[src/rtl/plru4_state_tracker.sv]
// Per-set 4-way tree pseudo-LRU state tracker with a sequential invalidate-all sweep.
// Optional same-cycle touch forwarding to the query outputs: define PLRU4_TOUCH_BYPASS_EN.
module plru4_state_tracker #(
  parameter  int N_SETS = 8,
  localparam int SET_W  = (N_SETS > 1) ? $clog2(N_SETS) : 1
) (
  input  logic             clock,
  input  logic             reset,
  input  logic             io_touch_valid,
  input  logic [SET_W-1:0] io_touch_set,
  input  logic [1:0]       io_touch_way,
  input  logic [SET_W-1:0] io_query_set,
  output logic [2:0]       io_victim_state,
  output logic [1:0]       io_victim_way,
  input  logic             io_invalidate_all,
  output logic             io_busy
);

  typedef enum logic {
    IDLE  = 1'b0,
    SWEEP = 1'b1
  } state_e;

  state_e           state_q, state_d;
  logic [SET_W-1:0] cnt_q, cnt_d;
  logic [2:0]       plru_q [N_SETS];
  logic [2:0]       plru_d [N_SETS];
  logic             touch_set_ok;
  logic             query_set_ok;
  logic [2:0]       sel_state;

  // State bits are {b2 root, b1 ways 0-1, b0 ways 2-3}; each points away from the touched way.
  function automatic logic [2:0] touch_update(input logic [2:0] cur, input logic [1:0] way);
    logic [2:0] nxt;
    nxt    = cur;
    nxt[2] = ~way[1];
    if (way[1]) nxt[0] = ~way[0];
    else        nxt[1] = ~way[0];
    return nxt;
  endfunction

  assign touch_set_ok = (32'(io_touch_set) < N_SETS);
  assign query_set_ok = (32'(io_query_set) < N_SETS);

  always_comb begin
    state_d = state_q;
    cnt_d   = cnt_q;
    plru_d  = plru_q;
    case (state_q)
      IDLE: begin
        if (io_invalidate_all) begin
          state_d = SWEEP;
          cnt_d   = '0;
        end else if (io_touch_valid && touch_set_ok) begin
          plru_d[io_touch_set] = touch_update(plru_q[io_touch_set], io_touch_way);
        end
      end
      SWEEP: begin
        plru_d[cnt_q] = '0;
        if (io_invalidate_all) begin
          cnt_d = '0;
        end else if (cnt_q == SET_W'(N_SETS - 1)) begin
          state_d = IDLE;
          cnt_d   = '0;
        end else begin
          cnt_d = cnt_q + SET_W'(1);
        end
      end
      default: begin
        state_d = IDLE;
        cnt_d   = '0;
      end
    endcase
  end

  always_ff @(posedge clock or posedge reset) begin
    if (reset) begin
      state_q <= IDLE;
      cnt_q   <= '0;
      for (int unsigned i = 0; i < N_SETS; i++) plru_q[i] <= '0;
    end else begin
      state_q <= state_d;
      cnt_q   <= cnt_d;
      plru_q  <= plru_d;
    end
  end

  always_comb begin
    sel_state = '0;
    if (query_set_ok) sel_state = plru_q[io_query_set];
`ifdef PLRU4_TOUCH_BYPASS_EN
    // Forward only when the touch will actually commit at the next edge.
    if ((state_q == IDLE) && io_touch_valid && !io_invalidate_all && touch_set_ok &&
        (io_touch_set == io_query_set)) begin
      sel_state = touch_update(plru_q[io_query_set], io_touch_way);
    end
`endif
  end

  assign io_victim_state = sel_state;
  assign io_victim_way   = sel_state[2] ? {1'b1, sel_state[0]} : {1'b0, sel_state[1]};
  assign io_busy         = (state_q == SWEEP);

endmodule

[config.mk]
export PLATFORM = sky130hd
export DESIGN_NAME = plru4_state_tracker
export DESIGN_NICKNAME = d
export VERILOG_FILES = /design/src/rtl/plru4_state_tracker.sv
export SDC_FILE = /design/constraint.sdc
export NUM_CORES = 1
export LEC_CHECK = 0
export BUFFER_PORTS_ARGS = -buffer_cell sky130_fd_sc_hd__buf_2
export CELL_PAD_IN_SITES_DETAIL_PLACEMENT = 1
export CELL_PAD_IN_SITES_GLOBAL_PLACEMENT = 2
export CORE_ASPECT_RATIO = 0.7
export CORE_MARGIN = 2
export CORE_UTILIZATION = 37
export DETAILED_ROUTE_END_ITERATION = 12
export GPL_TIMING_DRIVEN = 1
export PLACE_DENSITY = 0.89
export SYNTH_ARGS = -nofsm -noshare
export SYNTH_HDL_FRONTEND = slang
export SYNTH_SLANG_ARGS = --single-unit
[constraint.sdc]
create_clock -name clock -period 1.94 [get_ports clock]
set_input_delay 0.194 -clock clock [delete_from_list [all_inputs] [get_ports clock]]
set_output_delay 0.194 -clock clock [all_outputs]
set_load 0.01 [all_outputs]
==> reports/qor.log, run 1 <==
INFO  setup_path     crit_buf_inv=1
INFO  pwr            power_density=622mW/mm2
INFO  setup_path     timing.critical_path.slowest_stage_cell=mux4_2
INFO  clocking       clock-sinks=28
INFO  clocking       path_clk_slew=0.10ns
INFO  clocking       cts.htree.levels=1
INFO  pwr            peakVddDrop=288uV
INFO  cells_and_area antenna-diode-count=0
INFO  route          antenna_left=0
INFO  logic_synthesis area_share_of_fa_ha_maj_cells_after_synthesis=1.50%
INFO  placed_design  placement.setup.worst_slack=0.0913ns
INFO  sta            max_slew_violation_total_from_the_final_report=0
INFO  sta            report.final.setup_viol=3
INFO  setup_path     total_number_of_cells_along_the_worst_setup_path=4
INFO  clocking       clk_latency=0.28ns
INFO  logic_synthesis yosys-mux-area-fraction=15.4%
INFO  logic_synthesis synthXorXnorAreaFrac=0%
INFO  floorplanning  floorplan.io_pins=18
INFO  logic_synthesis synth_flop_cell=dfrtp_1
INFO  route          detailedRoute.firstIterationViolations=63
INFO  setup_path     timing.reg2reg.worst_path_depth=5
INFO  cells_and_area layout.core_utilization=46.2%
INFO  route          totalWireLength=5210um
INFO  logic_synthesis synth_cell_type_count=36
INFO  floorplanning  std_cell_rows=20
INFO  sta            clock-skew-final=0.00409ns
INFO  setup_path     critPathCaptureType=primary output
INFO  outcome        violations_in_the_final_reports=negative setup slack
INFO  floorplanning  floorplan.initialDensity=38.5%
INFO  global_routing first_global_vias=1,511
INFO  logic_synthesis synth.cell_area=0.00167mm2
INFO  sta            max_freq=479MHz
INFO  floorplanning  area_enclosed_by_the_die_boundary=0.00507mm2
INFO  global_routing grt_overflow=0
INFO  job            timing.max_cap.violations=0
INFO  logic_synthesis synthDominantAreaCellType=dfrtp_1
INFO  sta            finalCritPeriodShare=108%
INFO  placed_design  place.gp.congestion=0.846
INFO  setup_path     crit_path_cell_trace=mux4_2 > mux2_4 > mux2_4 > buf_6
INFO  sta            timing.final.hold_violations=0
INFO  sta            setup-tns-final=-0.302ns
INFO  outcome        outcome=finished, violations left
INFO  sta            fin_ws=-0.147ns
INFO  logic_synthesis post_synth_inst_count=166
INFO  setup_path     path_common_cell=mux2_4
INFO  sta            worst_slew_margin_rel=75.5%
INFO  placed_design  placement.io_buffers=17
INFO  logic_synthesis synth-async-reset-ratio=100%
INFO  clocking       clockBufferDepth=2
INFO  setup_path     critical_path_required=1.75ns
INFO  global_routing grt_first_pass_wirelength=8060um
INFO  floorplanning  core_area=0.00433mm2
INFO  sta            final.min_clock_period=2.09ns
INFO  logic_synthesis synthSimpleGateAreaFrac=24.5%
INFO  route          remaining_drc_errors=0
INFO  clocking       clockRootBuffer=clkbuf_8
INFO  logic_synthesis yosysWarnings=0
INFO  floorplanning  die_height=60.2um
INFO  setup_path     critical_path.max_fanout=2
INFO  pwr            leak_pwr=0.885nW
INFO  setup_path     timing_worst_setup_path_type=flip-flop to primary output
INFO  worst_hold_path hold_path_depth=2
INFO  setup_path     timing.critical_path.slowest_cell_delay=0.48ns
INFO  worst_hold_path timing.hold.worst.class=primary input to flip-flop
INFO  logic_synthesis yosys-top-cells-count=28 x dfrtp_1, 27 x nand3_1, 22 x o21ai_1, 15 x nand2_1, 8 x nor2_1
INFO  global_routing grt_start_max_net_pins=29
INFO  setup_path     kind_of_launch_point_of_the_worst_setup_path=flip-flop
INFO  logic_synthesis number_of_flops_mapped_to_enable_cells_by_yosys=0
INFO  logic_synthesis synthesis.area_per_instance=10.0um2
INFO  logic_synthesis combinational_family_with_the_most_area_after_synthesis=simple AND/OR/NAND/NOR gates
INFO  clocking       cts_tree=built
INFO  floorplanning  floorplan.die.width=84.2um
INFO  logic_synthesis synth.ff_latch_count=28
INFO  logic_synthesis synth-seq-area-share=42.0%
INFO  clocking       cts-buffers-inserted=3
INFO  setup_path     critPathTopFamily=multiplexers
INFO  cells_and_area num-nets-final=209
INFO  route          vias=1,475
INFO  global_routing antenna_found_initial=0
INFO  logic_synthesis post-synth-top-count-cell=dfrtp_1
INFO  placed_design  place_hpwl=3670um
INFO  logic_synthesis synth_top_area_share=42.0%
INFO  sta            timing_worst_slew_pin_value=0.362ns
INFO  cells_and_area area_growth=19.9%
INFO  sta            grt_setup_unrepaired=yes
INFO  logic_synthesis synth.net_count=180
INFO  route          wl_per_cell=20.9um
INFO  route          first_pass_iteration_count_of_the_detailed_router=4
INFO  route          via_density_per_instance=5.92
INFO  logic_synthesis synth.area.top_cells=dfrtp_1 42%, nand3_1 8.1%, mux4_2 8.1%, o21ai_1 6.6%, nand2_1 3.4%
INFO  global_routing track_usage=21.1%
INFO  setup_path     worstPathArrival=1.89ns
INFO  cells_and_area drive_above_1_share=27.3%
INFO  logic_synthesis synth-compound-area-share=12.9%
[per-stage QoR]
stage | area, um2 | hold slack [ns] | power [mW] | instances
after detailed placement | 1820 | 0.292 | 0.772 | 235
after floorplan | 1670 | 0.259 | 0.718 | 166
final | 2000 | 0.143 | 1.24 | 249
after global placement | 1820 | 0.279 | 0.765 | 235
after CTS | 1960 | 0.143 | 1.25 | 245
after global routing | 2000 | 0.166 | 1.29 | 249
[per-layer routing]
layer,vias to the layer above,wire length (um),global-route usage [%],share of wire [%]
li1,679,-,-,-
met1,757,2380,28.2,46
met2,33,2530,35.9,49
met3,6,254,4.97,4.9
met4,0,48,3.46,0.92
met5,-,0,0,0
[layout make-up]
type | instances | area (um2)
repair buffers | 34 | 234
flip-flops and latches | 28 | 701
multi-input cells | 126 | 916
clock buffers | 3 | 41.3
fillers | 504 | 2330
inverters | 2 | 7.51
clock inverters | 1 | 30.0
well taps | 55 | 68.8
[final timing paths]
check                                  start                to  slack, ns
setup / recovery                   plru_q[2]  io_victim_way[0]      -0.15
hold / removal             io_invalidate_all          cnt_q[0]       0.14
setup reg to reg                  plru_q[12]        plru_q[12]       0.26
hold reg to reg                    plru_q[5]         plru_q[5]       0.52
max in group asynchronous              reset         plru_q[3]       1.15
min in group asynchronous              reset        plru_q[16]       0.52
[cell families after synthesis]
family | Yosys count
buffers and inverters | 12
adder cells (fa/ha/maj) | 2
AO/OA/AOI/OAI | 33
flip-flops | 28
AND/OR/NAND/NOR | 74
multiplexers | 17
[state kept, by name (all words and copies together) (netlist names)]
| signal | count |
|---|---|
| io_busy | 1 |
| cnt_q | 3 |
| plru_q | 24 |
[power by group]
group	switching [mW]	leakage (nW)	internal, mW
Sequential	0.0161	0.383	0.594
Combinational	0.0969	0.466	0.0619
Clock	0.197	0.0357	0.277
[timing repair]
item                       4_1_cts  5_1_grt
hold buffers                     1        0
setup endpoints to repair        1        3
setup buffers                    5        4
hold endpoints to repair        28        0
resized for setup                4        3
cloned                           0        0
[cell usage in the layout, fill, tap and decap left out, drive strengths merged]
cell type,instances
buf,33
dfrtp,28
nand3,27
o21ai,22
nand2,15
nor2,8
nor2b,6
mux4,6
mux2,6
mux2i,5
nand3b,4
a21oi,3
nand2b,3
clkbuf,3
nor3,2
nand4b,2
inv,2
o31ai,2
ha,2
nor4b,2
o41ai,2
nand4bb,1
or3b,1
a211oi,1
and4bb,1
a31o,1
nand4,1
a32oi,1
and4b,1
a31oi,1
bufinv,1
dlygate4sd3,1
(Power assumes the default switching activity.)
==> run 2: changes to the inputs <==
Settings changed: CELL_PAD_IN_SITES_GLOBAL_PLACEMENT 2 to 1, CORE_UTILIZATION 37 to 45.
==> run 2 against run 1 <==
The run still ends with negative setup slack left; non-clock buffer count down 5; first-iteration DRC count rose by 79%; routed wire length is 0.23% higher; sequential share of layout area rose by 1.0 points; global-route usage increased by 4.9 points; register-to-register slack lost 0.03 ns; via count is 0.54% higher; critical endpoint unchanged.
==> reports/qor.log, run 2 (synthesized netlist as in run 1, its figures left out) <==
INFO  sta            timing_worst_slew_pin_value=0.447ns [+0.0845 ns]
INFO  setup_path     worstPathArrival=1.92ns [+0.03 ns]
INFO  pwr            power_density=638mW/mm2 [+2.5%]
INFO  pwr            p_seq_share=49.4% [+0.3 points]
INFO  placed_design  place.gp.congestion=0.861 [+1.8%]
INFO  cells_and_area num-fill-cells=405 [-20%]
INFO  cells_and_area layout.cells.most_common_list=28 x dfrtp_1, 27 x nand3_1, 22 x o21ai_1, 16 x buf_2, 15 x nand2_1
INFO  setup_path     critical_path.max_fanout=3 [+1]
INFO  cells_and_area num-nets-final=204 [-2.4%]
INFO  clocking       cts.htree.levels=1 [unchanged]
INFO  route          totalWireLength=5220um [+0.23%]
INFO  sta            finalCritPeriodShare=109% [+1.3 points]
INFO  pwr            comb_power_share=13.0% [+0.2 points]
INFO  floorplanning  core_area=0.00354mm2 [-18%]
INFO  route          vias=1,483 [+0.54%]
INFO  sta            clock-skew-final=0.00555ns [+0.00145 ns]
INFO  placed_design  placement.setup.worst_slack=0.0634ns [-0.0278 ns]
INFO  global_routing grt_first_pass_wirelength=7960um [-1.2%]
INFO  setup_path     kind_of_launch_point_of_the_worst_setup_path=flip-flop
INFO  pwr            leak_pwr=0.856nW [-3.2%]
INFO  setup_path     critical_path_required=1.75ns [about the same]
INFO  global_routing first_global_vias=1,474 [-2.4%]
INFO  clocking       cts-buffers-inserted=3 [unchanged]
INFO  sta            max_freq=474MHz [-1.2%]
INFO  cells_and_area multi_input_area=916um2 [unchanged]
INFO  global_routing antenna_found_initial=0 [unchanged]
INFO  placed_design  place_hpwl=3810um [+3.9%]
INFO  floorplanning  std_cell_rows=18 [-10%]
INFO  clocking       clockRootBuffer=clkbuf_8
INFO  sta            fin_ws=-0.171ns [-0.0249 ns]
INFO  sta            final.min_clock_period=2.11ns [+0.0249 ns]
INFO  clocking       clockBufferDepth=2 [unchanged]
INFO  floorplanning  floorplan.die.width=76.7um [-8.9%]
INFO  cells_and_area top_register=plru_q
INFO  floorplanning  floorplan.initialDensity=47.1% [+8.6 points]
INFO  global_routing track_usage=26.0% [+4.9 points]
INFO  sta            report.final.setup_viol=1 [-2]
INFO  cells_and_area area_growth=16.5%
INFO  cells_and_area antenna-diode-count=0 [unchanged]
INFO  route          first_pass_iteration_count_of_the_detailed_router=4 [unchanged]
INFO  floorplanning  area_enclosed_by_the_die_boundary=0.00421mm2 [-17%]
INFO  global_routing grt_overflow=0 [unchanged]
INFO  clocking       clk_latency=0.28ns [about the same]
INFO  clocking       clock-sinks=28 [unchanged]
INFO  route          wl_per_cell=21.9um [+4.4%]
INFO  setup_path     timing_worst_setup_path_type=flip-flop to primary output
INFO  job            timing.max_cap.violations=0 [unchanged]
INFO  outcome        outcome=finished, violations left
INFO  sta            worst_slew_margin_rel=69.8% [-5.7 points]
INFO  floorplanning  floorplan.io_pins=18 [unchanged]
INFO  route          via_density_per_instance=6.21 [+4.7%]
INFO  worst_hold_path timing.hold.worst.class=primary input to flip-flop
INFO  outcome        violations_in_the_final_reports=negative setup slack
INFO  setup_path     critPathCaptureType=primary output
INFO  clocking       path_clk_slew=0.10ns [about the same]
INFO  pwr            switchingPower=0.306mW [-1.0%]
INFO  cells_and_area largest_register_ff_count=24 [unchanged]
INFO  cells_and_area layout_commonest_cell=dfrtp_1
INFO  clocking       cts_tree=built
INFO  pwr            cell_internal_pwr=0.932mW [-0.14%]
INFO  sta            max_slew_violation_total_from_the_final_report=0 [unchanged]
INFO  cells_and_area seqCellArea=701um2 [unchanged]
INFO  sta            timing.final.hold_violations=0 [unchanged]
INFO  route          remaining_drc_errors=0 [unchanged]
INFO  placed_design  placement.io_buffers=17 [unchanged]
INFO  route          detailedRoute.firstIterationViolations=113 [+79%]
INFO  pwr            clock_power_share=37.6% [-0.5 points]
INFO  floorplanning  die_height=54.9um [-8.7%]
INFO  pwr            report.power.total=1.24mW [-0.36%]
INFO  sta            grt_setup_unrepaired=yes
INFO  pwr            peakVddDrop=361uV [+26%]
INFO  pwr            switching_share=24.8% [-0.17 points]
INFO  sta            fin_worst_hold_slack=0.155ns [+0.0126 ns]
INFO  sta            setup-tns-final=-0.171ns [+0.131 ns]
INFO  route          antenna_left=0 [unchanged]
INFO  global_routing grt_start_max_net_pins=29 [unchanged]
INFO  cells_and_area drive_above_1_share=25.4% [-1.9 points]
-- run 2: changes by cell type in the layout (fill, tap and decap cells not counted) --
cell,delta
buf_4,-5
buf_2,+2
buf_6,-2
-- run 2: through the flow --
stage          std cells  utilization, %  instance area [um2]
6_report             239            54.9                 1940
5_1_grt              239            54.9                 1940
4_1_cts              239            54.9                 1940
3_5_place_dp         229            51.1                 1810
3_3_place_gp         229            51.1                 1810
2_1_floorplan        166               -                 1670
-- run 2: power by group through the flow --
stage	combinational, mW	clock [mW]	sequential [mW]
floorplan	0.101	0	0.617
global placement	0.142	0	0.621
detailed placement	0.152	0	0.624
CTS	0.159	0.473	0.612
global route	0.175	0.497	0.614
finish	0.161	0.465	0.612
-- run 2: worst paths after layout --
kind / start / end / slack (ns) / cells after the start
max: plru_q[6] / io_victim_way[0] / -0.17 / 4
min: io_invalidate_all / cnt_q[0] / 0.16 / 2
max reg2reg: plru_q[0] / plru_q[6] / 0.23 / 5
min reg2reg: plru_q[5] / plru_q[5] / 0.53 / 2
max in group asynchronous: reset / plru_q[3] / 1.14 / 4
min in group asynchronous: reset / io_busy / 0.53 / 4
-- run 2: area by class of cell --
type                       count  area share, %
clock buffer                   3           2.13
sequential                    28           36.1
tap                           50           3.22
inverter                       2          0.387
clock inverter                 1           1.55
timing repair buffer          29           9.47
multi-input combinational    126           47.2
-- run 2: repair_timing --
| item | 4_1_cts | 5_1_grt |
|---|---|---|
| gates resized for setup | 4 | 0 |
| endpoints found under the setup margin | 1 | 1 |
| hold buffers | 1 | 0 |
| endpoints found under the hold margin | 28 | 0 |
| buffers inserted | 5 | 0 |
-- run 2: routing by layer --
metal	vias up	GRT usage, %	routed length [um]
li1	660	-	-
met1	745	33.8	2200
met2	63	44.3	2480
met3	15	4.71	391
met4	0	10.9	148
met5	-	0	0
-- run 2: critical path, stage by stage, from the launching register on --
cell and delay, ns:
dfrtp_1 0.46, mux4_2 0.50, mux2_4 0.29, mux2_4 0.27, buf_6 0.12
